<file path="config.mk">
export PLATFORM = sky130hd
export DESIGN_NAME = neopixel_frame_sequencer
export DESIGN_NICKNAME = d
export VERILOG_FILES = /design/src/rtl/neopixel_frame_sequencer.sv
export SDC_FILE = /design/constraint.sdc
export NUM_CORES = 1
export LEC_CHECK = 0
export CAP_MARGIN = 15
export CORE_MARGIN = 2
export CORE_UTILIZATION = 50
export DETAILED_ROUTE_END_ITERATION = 10
export DONT_BUFFER_PORTS = 1
export MAX_ROUTING_LAYER = met4
export PLACE_DENSITY_LB_ADDON = 0.05
export REMOVE_ABC_BUFFERS = 1
export SKIP_LAST_GASP = 1
export SLEW_MARGIN = 30
export SYNTH_ARGS = -nofsm -noshare
export SYNTH_HDL_FRONTEND = slang
export SYNTH_SLANG_ARGS = --single-unit
</file>
<file path="constraint.sdc">
create_clock -name clk -period 8.3 [get_ports clk]
set_input_delay 1.245 -clock clk [delete_from_list [all_inputs] [get_ports clk]]
set_output_delay 1.245 -clock clk [all_outputs]
set_load 0.05 [all_outputs]
</file>
<file path="src/rtl/neopixel_frame_sequencer.sv">
`default_nettype none
// ============================================================================
// Module   : neopixel_frame_sequencer
// Brief    : Fetches NUM_LEDS GRB words over req/valid, serialises them as
//            WS2812 bits with one-deep prefetch, then holds the latch gap.
// Revision : 1.0
// ============================================================================
module neopixel_frame_sequencer #(
    parameter int NUM_LEDS  = 64,
    parameter int ADDR_W    = 6,
    parameter int T_BIT     = 25,
    parameter int T0H       = 8,
    parameter int T1H       = 16,
    parameter int RESET_CYC = 1200
) (
    input  logic              clk,
    input  logic              rst,
    input  logic              frame_start,
    output logic              busy,
    output logic              frame_done,
    output logic              underrun,
    output logic              pix_req,
    output logic [ADDR_W-1:0] pix_addr,
    input  logic              pix_valid,
    input  logic [23:0]       pix_grb,
    output logic              dout
);

    localparam int c_cyc_w = $clog2(T_BIT);
    localparam int c_lat_w = $clog2(RESET_CYC + 1);

    localparam logic [c_cyc_w-1:0] c_cyc_last = c_cyc_w'(T_BIT - 1);
    localparam logic [c_cyc_w-1:0] c_t0h      = c_cyc_w'(T0H);
    localparam logic [c_cyc_w-1:0] c_t1h      = c_cyc_w'(T1H);
    localparam logic [c_lat_w-1:0] c_lat_last = c_lat_w'(RESET_CYC - 1);
    localparam logic [ADDR_W-1:0]  c_led_last = ADDR_W'(NUM_LEDS - 1);
    localparam logic [4:0]         c_bit_last = 5'd23;

    typedef enum logic [2:0] {
        S_IDLE  = 3'd0,
        S_FETCH = 3'd1,
        S_SEND  = 3'd2,
        S_STALL = 3'd3,
        S_LATCH = 3'd4
    } state_t;

    state_t              r_state,       w_state_nxt;
    logic [c_cyc_w-1:0]  r_cyc,         w_cyc_nxt;
    logic [4:0]          r_bit,         w_bit_nxt;
    logic [23:0]         r_shift,       w_shift_nxt;
    logic [23:0]         r_shadow,      w_shadow_nxt;
    logic                r_shadow_full, w_shadow_full_nxt;
    logic [ADDR_W-1:0]   r_led,         w_led_nxt;
    logic                r_pix_req,     w_pix_req_nxt;
    logic [ADDR_W-1:0]   r_pix_addr,    w_pix_addr_nxt;
    logic [c_lat_w-1:0]  r_lat,         w_lat_nxt;
    logic                r_pending,     w_pending_nxt;
    logic                r_underrun,    w_underrun_nxt;
    logic                r_dout,        w_dout_nxt;
    logic                w_xfer;
    logic                w_enter_send;

    always_comb begin
        w_state_nxt       = r_state;
        w_cyc_nxt         = r_cyc;
        w_bit_nxt         = r_bit;
        w_shift_nxt       = r_shift;
        w_shadow_nxt      = r_shadow;
        w_shadow_full_nxt = r_shadow_full;
        w_led_nxt         = r_led;
        w_pix_req_nxt     = r_pix_req;
        w_pix_addr_nxt    = r_pix_addr;
        w_lat_nxt         = r_lat;
        w_pending_nxt     = r_pending;
        w_underrun_nxt    = r_underrun;
        w_enter_send      = 1'b0;
        w_xfer            = r_pix_req & pix_valid;

        if (frame_start && (r_state != S_IDLE)) begin
            w_pending_nxt = 1'b1;
        end

        case (r_state)
            S_IDLE: begin
                if (frame_start || r_pending) begin
                    w_pending_nxt     = 1'b0;
                    w_state_nxt       = S_FETCH;
                    w_pix_req_nxt     = 1'b1;
                    w_pix_addr_nxt    = '0;
                    w_led_nxt         = '0;
                    w_shadow_full_nxt = 1'b0;
                end
            end
            S_FETCH: begin
                if (w_xfer) begin
                    w_shift_nxt  = pix_grb;
                    w_state_nxt  = S_SEND;
                    w_cyc_nxt    = '0;
                    w_bit_nxt    = '0;
                    w_enter_send = 1'b1;
                end
            end
            S_SEND: begin
                if (w_xfer) begin
                    w_shadow_nxt      = pix_grb;
                    w_shadow_full_nxt = 1'b1;
                    w_pix_req_nxt     = 1'b0;
                end
                if (r_cyc != c_cyc_last) begin
                    w_cyc_nxt = r_cyc + 1'b1;
                end else begin
                    w_cyc_nxt   = '0;
                    w_shift_nxt = {r_shift[22:0], 1'b0};
                    if (r_bit != c_bit_last) begin
                        w_bit_nxt = r_bit + 1'b1;
                    end else begin
                        w_bit_nxt = '0;
                        if (r_led == c_led_last) begin
                            w_state_nxt = S_LATCH;
                            w_lat_nxt   = '0;
                        end else if (r_shadow_full || w_xfer) begin
                            // A word arriving on the very last cycle bypasses the shadow.
                            w_shift_nxt       = r_shadow_full ? r_shadow : pix_grb;
                            w_shadow_full_nxt = 1'b0;
                            w_led_nxt         = r_led + 1'b1;
                            w_enter_send      = 1'b1;
                        end else begin
                            w_state_nxt    = S_STALL;
                            w_underrun_nxt = 1'b1;
                        end
                    end
                end
            end
            S_STALL: begin
                if (w_xfer) begin
                    w_shift_nxt  = pix_grb;
                    w_led_nxt    = r_led + 1'b1;
                    w_state_nxt  = S_SEND;
                    w_cyc_nxt    = '0;
                    w_bit_nxt    = '0;
                    w_enter_send = 1'b1;
                end
            end
            S_LATCH: begin
                if (r_lat == c_lat_last) begin
                    w_state_nxt = S_IDLE;
                end else begin
                    w_lat_nxt = r_lat + 1'b1;
                end
            end
            default: begin
                w_state_nxt = S_IDLE;
            end
        endcase

        // Every new LED immediately requests its successor.
        if (w_enter_send) begin
            if (w_led_nxt != c_led_last) begin
                w_pix_req_nxt  = 1'b1;
                w_pix_addr_nxt = w_led_nxt + 1'b1;
            end else begin
                w_pix_req_nxt = 1'b0;
            end
        end

        w_dout_nxt = (w_state_nxt == S_SEND) &&
                     (w_cyc_nxt < (w_shift_nxt[23] ? c_t1h : c_t0h));
    end

    always_ff @(posedge clk) begin
        if (rst) begin
            r_state       <= S_IDLE;
            r_cyc         <= '0;
            r_bit         <= '0;
            r_shift       <= '0;
            r_shadow      <= '0;
            r_shadow_full <= 1'b0;
            r_led         <= '0;
            r_pix_req     <= 1'b0;
            r_pix_addr    <= '0;
            r_lat         <= '0;
            r_pending     <= 1'b0;
            r_underrun    <= 1'b0;
            r_dout        <= 1'b0;
        end else begin
            r_state       <= w_state_nxt;
            r_cyc         <= w_cyc_nxt;
            r_bit         <= w_bit_nxt;
            r_shift       <= w_shift_nxt;
            r_shadow      <= w_shadow_nxt;
            r_shadow_full <= w_shadow_full_nxt;
            r_led         <= w_led_nxt;
            r_pix_req     <= w_pix_req_nxt;
            r_pix_addr    <= w_pix_addr_nxt;
            r_lat         <= w_lat_nxt;
            r_pending     <= w_pending_nxt;
            r_underrun    <= w_underrun_nxt;
            r_dout        <= w_dout_nxt;
        end
    end

    assign busy       = (r_state != S_IDLE);
    assign frame_done = (r_state == S_LATCH) && (r_lat == c_lat_last);
    assign underrun   = r_underrun;
    assign pix_req    = r_pix_req;
    assign pix_addr   = r_pix_addr;
    assign dout       = r_dout;

endmodule
`default_nettype wire
</file>
## Word-level counts from Yosys, hierarchy flattened

Cells that the tools add are included.

| word-level totals | value |
|---|---|
| input port bits | 28 |
| output and inout port bits | 11 |
| word-level logic and storage cells | 121 |
| flip-flop bits (word level) | 89 |

| operators by class | value |
|---|---|
| reduce and logical (&&, ||, !) cells | 18 |
| mux-type cells | 60 |
| bitwise gates (word level) | 5 |
| $lt $le $gt $ge | 1 |
| equality and inequality tests | 18 |
| add/subtract/negate cells | 5 |

Operators by type and width:

| operator | number |
|---|---|
| $mux W24 | 6 |
| $mux W6 | 10 |
| $pmux W24 S2 | 1 |
| $mux W11 | 4 |
| $mux W5 | 6 |
| $pmux W11 S2 | 1 |
| $mux W3 | 7 |
| $pmux W5 S2 | 2 |
| $mux W1 | 18 |
| $pmux W6 S3 | 1 |
| $add A6 B1 Y6 const B | 2 |
| $pmux W3 S4 | 1 |
| $add A11 B1 Y11 const B | 1 |
| $eq A11 B11 Y1 const B | 1 |
| $add A5 B1 Y5 const B | 2 |
| $ne A2 B2 Y1 const B | 5 |
| $ne A5 B5 Y1 const B | 2 |
| $reduce_and A5 Y1 | 2 |
| $eq A3 B2 Y1 const B | 3 |
| $eq A6 B6 Y1 const B | 1 |
| $ne A3 B3 Y1 const B | 2 |
| $ne A6 B6 Y1 const B | 1 |
| $pmux W1 S2 | 3 |
| $reduce_and A3 Y1 | 2 |
| other kinds (13) | 23 |

## Logic depth before layout (Yosys ltp)

| depth | value |
|---|---|
| word-level depth | 10 |
| mapped depth | 12 |
| depth with buffers taken out | 12 |

## Worst setup path before layout

No wires, ideal clock.

| path | value |
|---|---|
| path kind | input to register |
| start | input port pix_valid |
| end | register r_pix_addr[1], in the netlist pix_addr[1] |
| stages | 10 |
| buffers on the path | 0 |
| setup time | 0.128 ns |
| data arrival time | 3.056 ns |
| path slack | 5.117 ns |
| path through | a21oi_1 > a211o_1 > o21ai_1 > mux2i_1 > inv_1 > ha_1 > o31ai_2 > o41ai_4 > mux2i_1 > nor2_1 |

| on the way | value |
|---|---|
| word-level cells in the longest chain between the ends | 10 |

Ends and longest elaborated chain:

| item | RTL line | RTL |
|---|---|---|
| from (decl) | 24 | `input logic pix_valid,` |
| $and A1 B1 Y1 * | 77 | `w_xfer = r_pix_req & pix_valid;` |
| $logic_or A1 B1 Y1 | 121 | `end else if (r_shadow_full \|\| w_xfer) begin` |
| $mux W6 | 121 |  |
| $mux W6 | 118 | `if (r_led == c_led_last) begin` |
| $mux W6 | 114 | `if (r_bit != c_bit_last) begin` |
| $mux W6 | 109 | `if (r_cyc != c_cyc_last) begin` |
| $pmux W6 S3 * | 83 | `case (r_state)` |
| named net w_led_nxt[0] | 53 | `logic [ADDR_W-1:0] r_led, w_led_nxt;` |
| $add A6 B1 Y6 or $ne A6 B6 Y1 (tied branches) | 160, 158 |  |
| $mux W6 * | 158 | `if (w_led_nxt != c_led_last) begin` |
| $mux W6 * | 157 | `if (w_enter_send) begin` |
| to (signal assigned) | 194 | `r_pix_addr <= w_pix_addr_nxt;` |
| to (decl) | 55 | `logic [ADDR_W-1:0] r_pix_addr, w_pix_addr_nxt;` |

The timed path passes the listed nets; every way through them passes the cells marked *.
A chain may end at the register's enable or synchronous reset.

## Final worst setup path

| path | value |
|---|---|
| start | register r_shadow_full |
| end | register r_pix_addr[5], in the netlist pix_addr[5] |

| on the way | value |
|---|---|
| word-level cells in the longest chain between the ends | 9 |

Ends and longest elaborated chain:

| item | RTL line | RTL |
|---|---|---|
| from (decl) | 52 | `logic r_shadow_full, w_shadow_full_nxt;` |
| from (signal assigned) | 191 | `r_shadow_full <= w_shadow_full_nxt;` |
| $logic_or A1 B1 Y1 * | 121 |  |
| $mux W6 | 121 |  |
| $mux W6 | 118 |  |
| $mux W6 | 114 |  |
| $mux W6 | 109 |  |
| $pmux W6 S3 | 83 |  |
| $add A6 B1 Y6 or $ne A6 B6 Y1 (tied branches) | 160, 158 |  |
| $mux W6 | 158 |  |
| $mux W6 * | 157 |  |

Every way passes the cells marked *; elsewhere a longest branch is shown, timed or not.

==> results.json <==
{
  "crit_required_ns": 8.57,
  "crit_type": "flip-flop to flip-flop",
  "tns_ns": 0,
  "post-cts-setup-buffers": 0,
  "ys_warn_count": 0,
  "grt-ovfl-total": 0,
  "power.internal_w": 0.000594,
  "ant_nets": 0,
  "via_per_inst": 6.19,
  "track_usage_pct": 23.6,
  "boundaryPins": 39,
  "power_w": 0.000803,
  "final_cell_mix": "dfxtp_1, nor2_1, a21oi_1",
  "cts-root-buf": "clkbuf_8",
  "hold_start": "r_shadow[1]",
  "worst_slew_pin_slew_ns": 0.882,
  "grt_pass1_wl_mm": 18.6,
  "powerDensity_nw_per_um2": 167,
  "synth_edf_count": 0,
  "yosysTopAreaCell": "dfxtp_1",
  "crit_start": "r_shadow_full",
  "ys_seq_area_share_pct": 39.0,
  "place_hpwl_mm": 7.04,
  "dpl_cell_area_sq_um": 4580,
  "clk_pin_slew_ns": 0.09,
  "n_fill_cell": 869,
  "r2r-start": "r_shadow_full",
  "cpPeakStageDelay_ns": 0.91,
  "finalCritPeriodShare_pct": 41.1,
  "synth_area_leaders": "dfxtp_1, a21oi_1, nor2_1",
  "synth-main-ff-cell": "dfxtp_1",
  "p_leak_nw": 1.58,
  "fp.dieW_um": 99.6,
  "design.die.area_sq_um": 9920,
  "end_kind": "flip-flop",
  "outcome": "complete, no violations",
  "core_sq_um": 8810,
  "slew_violations": 0,
  "antenna_cells": 0,
  "drtIter0Drc": 454,
  "vias": 4064,
  "ys_async_sr_fraction_pct": 0,
  "hold_viol": 0,
  "clockPowerShare_pct": 38.4,
  "route.detailed.drc": 0,
  "register_area_sq_um": 1780,
  "crit_arrival_ns": 3.68,
  "synth_cells": 568,
  "netlist_area_sq_um": 4570,
  "synth-seq-cells": 89,
  "antenna_found_initial": 0,
  "slew_headroom_pct": 41.0,
  "core.rowCount": 34,
  "cts_buffer_depth": 2,
  "vdd_ir_drop_max_mv": 0.0920,
  "cts_sinks": 89,
  "design_area_sq_um": 4800,
  "hold_path_class": "flip-flop to flip-flop",
  "crit_family": "compound AO/OA/AOI/OAI gates",
  "cp_num_buf_inv": 1,
  "synth_cell_types": 60,
  "grt_max_degree": 80,
  "setup_viol": 0,
  "cts_resized": 0,
  "p_comb_share_pct": 6.4,
  "start_kind": "flip-flop",
  "gp_congestion": 0.899,
  "cts_max_level": 3,
  "hold_buffers": 0,
  "cts_made_buffers": 9,
  "layout-drive-gt1-share_pct": 6.38,
  "first_pass_iters": 7,
  "wl_mm": 10.9,
  "cp_slowest_cell": "dfxtp_2",
  "crit_fanout": 29,
  "skew_ns": 0.00964,
  "yosysTopAreaCellShare_pct": 39.0,
  "first_global_vias": 3814,
  "final_common_cell": "dfxtp_1",
  "synth_area_per_cell_sq_um": 8.04,
  "rsz0062_at_grt": "no",
  "switching_share_pct": 26.0,
  "multiInputGateArea_sq_um": 2600,
  "area_growth_pct": 5.01,
  "holdWs_ns": 0.453,
  "switching_power_w": 0.000209,
  "wl_per_cell_um": 16.6,
  "cts_tree": "yes",
  "die_y_um": 99.6,
  "path_cells": "a21oi_1, a211oi_4, buf_4, a31oi_1, a221oi_2, or4_1, nor3_1, o41ai_2",
  "num-nets-final": 579,
  "timing.final.crit_period_ns": 3.41,
  "initial_core_util_pct": 51.9,
  "clock.fmax_mhz": 293,
  "port_buffers": 0,
  "cap_viol_max_count": 0,
  "seq_power_share_pct": 55.2,
  "worstSkewPairLatency_ns": 0.36
}
## cell usage after synthesis (all sizes together), types with 2 or more instances
cell type,instances
a211oi,3
a21o,2
a21oi,72
a222oi,23
a22oi,2
a2bb2oi,2
a311oi,2
a31oi,4
a32oi,3
and2,5
and3,6
and4,2
and4b,2
buf,14
clkbuf,25
dfxtp,89
ha,7
inv,11
mux2i,25
nand2,69
nand2b,5
nand3,18
nand3b,4
nand4,3
nand4b,4
nor2,90
nor2b,5
nor3,10
nor3b,5
o21a,3
o21ai,15
o21bai,3
o221ai,2
o31ai,3
o41ai,2
or3,4
or4,2
xnor2,4
xor2,6
## area by class of cell
class                           count  area share, %
Sequential cell                    89           37.2
Clock buffer                       10           2.66
Tap cell                          108           2.82
Inverter                           11          0.861
Clock inverter                      6           1.54
Timing Repair Buffer                4          0.704
Multi-Input combinational cell    429           54.3
## power by group through the flow
stage | combinational (W) | clock (W) | sequential (W)
detailed placement | 0.0000507 | 0 | 0.000453
global route | 0.0000579 | 0.000338 | 0.000445
finish | 0.0000515 | 0.000308 | 0.000444
floorplan | 0.0000394 | 0 | 0.000451
global placement | 0.0000504 | 0 | 0.000453
CTS | 0.0000511 | 0.000316 | 0.000444
## cell families after synthesis
kind of cell	share of synthesized area, %
simple gates	24.5
compound gates	22.6
flops	39.0
buf+inv	4.57
mux	5.48
xor+xnor	1.92
fa+ha+maj	1.92
## routing by layer
metal | GRT usage (%) | routed length (um) | up-vias
li1 | - | - | 2000
met1 | 32.4 | 5100 | 1939
met2 | 35.4 | 5040 | 111
met3 | 4.85 | 630 | 14
met4 | 6.32 | 145 | 0
met5 | - | 0 | -
## sequential cells by signal (all words and copies together), names as in the netlist, 3 cells and up
register	cells
pix_addr	6
r_lat	11
r_shadow	24
r_shift	24
r_state	3
r_bit	5
r_led	6
r_cyc	5
## through the flow
| stage | util, % | std cells | worst slack [ns] |
|---|---|---|---|
| 6_report | 54.5 | 657 | 4.89 |
| 5_1_grt | 54.5 | 657 | 4.60 |
| 4_1_cts | 54.3 | 656 | 4.50 |
| 3_5_place_dp | 52.0 | 640 | 4.32 |
| 3_3_place_gp | 51.9 | 640 | 4.38 |
| 2_1_floorplan | - | 529 | 4.03 |
## tightest hold or removal path, delay by kind of cell (launching register included)
kind	cells	cell delay, ns
and+or+nand+nor	1	0.05
AOI/OAI and AO/OA	1	0.05
DFF	1	0.32
## path summary, 6_finish.rpt
kind / end / slack [ns] / cells after the start
worst min register to register: r_shadow[1] / 0.45 / 2
worst min-delay path: r_shadow[1] / 0.45 / 2
worst max register to register: pix_addr[5] / 4.89 / 8
worst max-delay path: pix_addr[5] / 4.89 / 8
(Power assumes the default switching activity.)
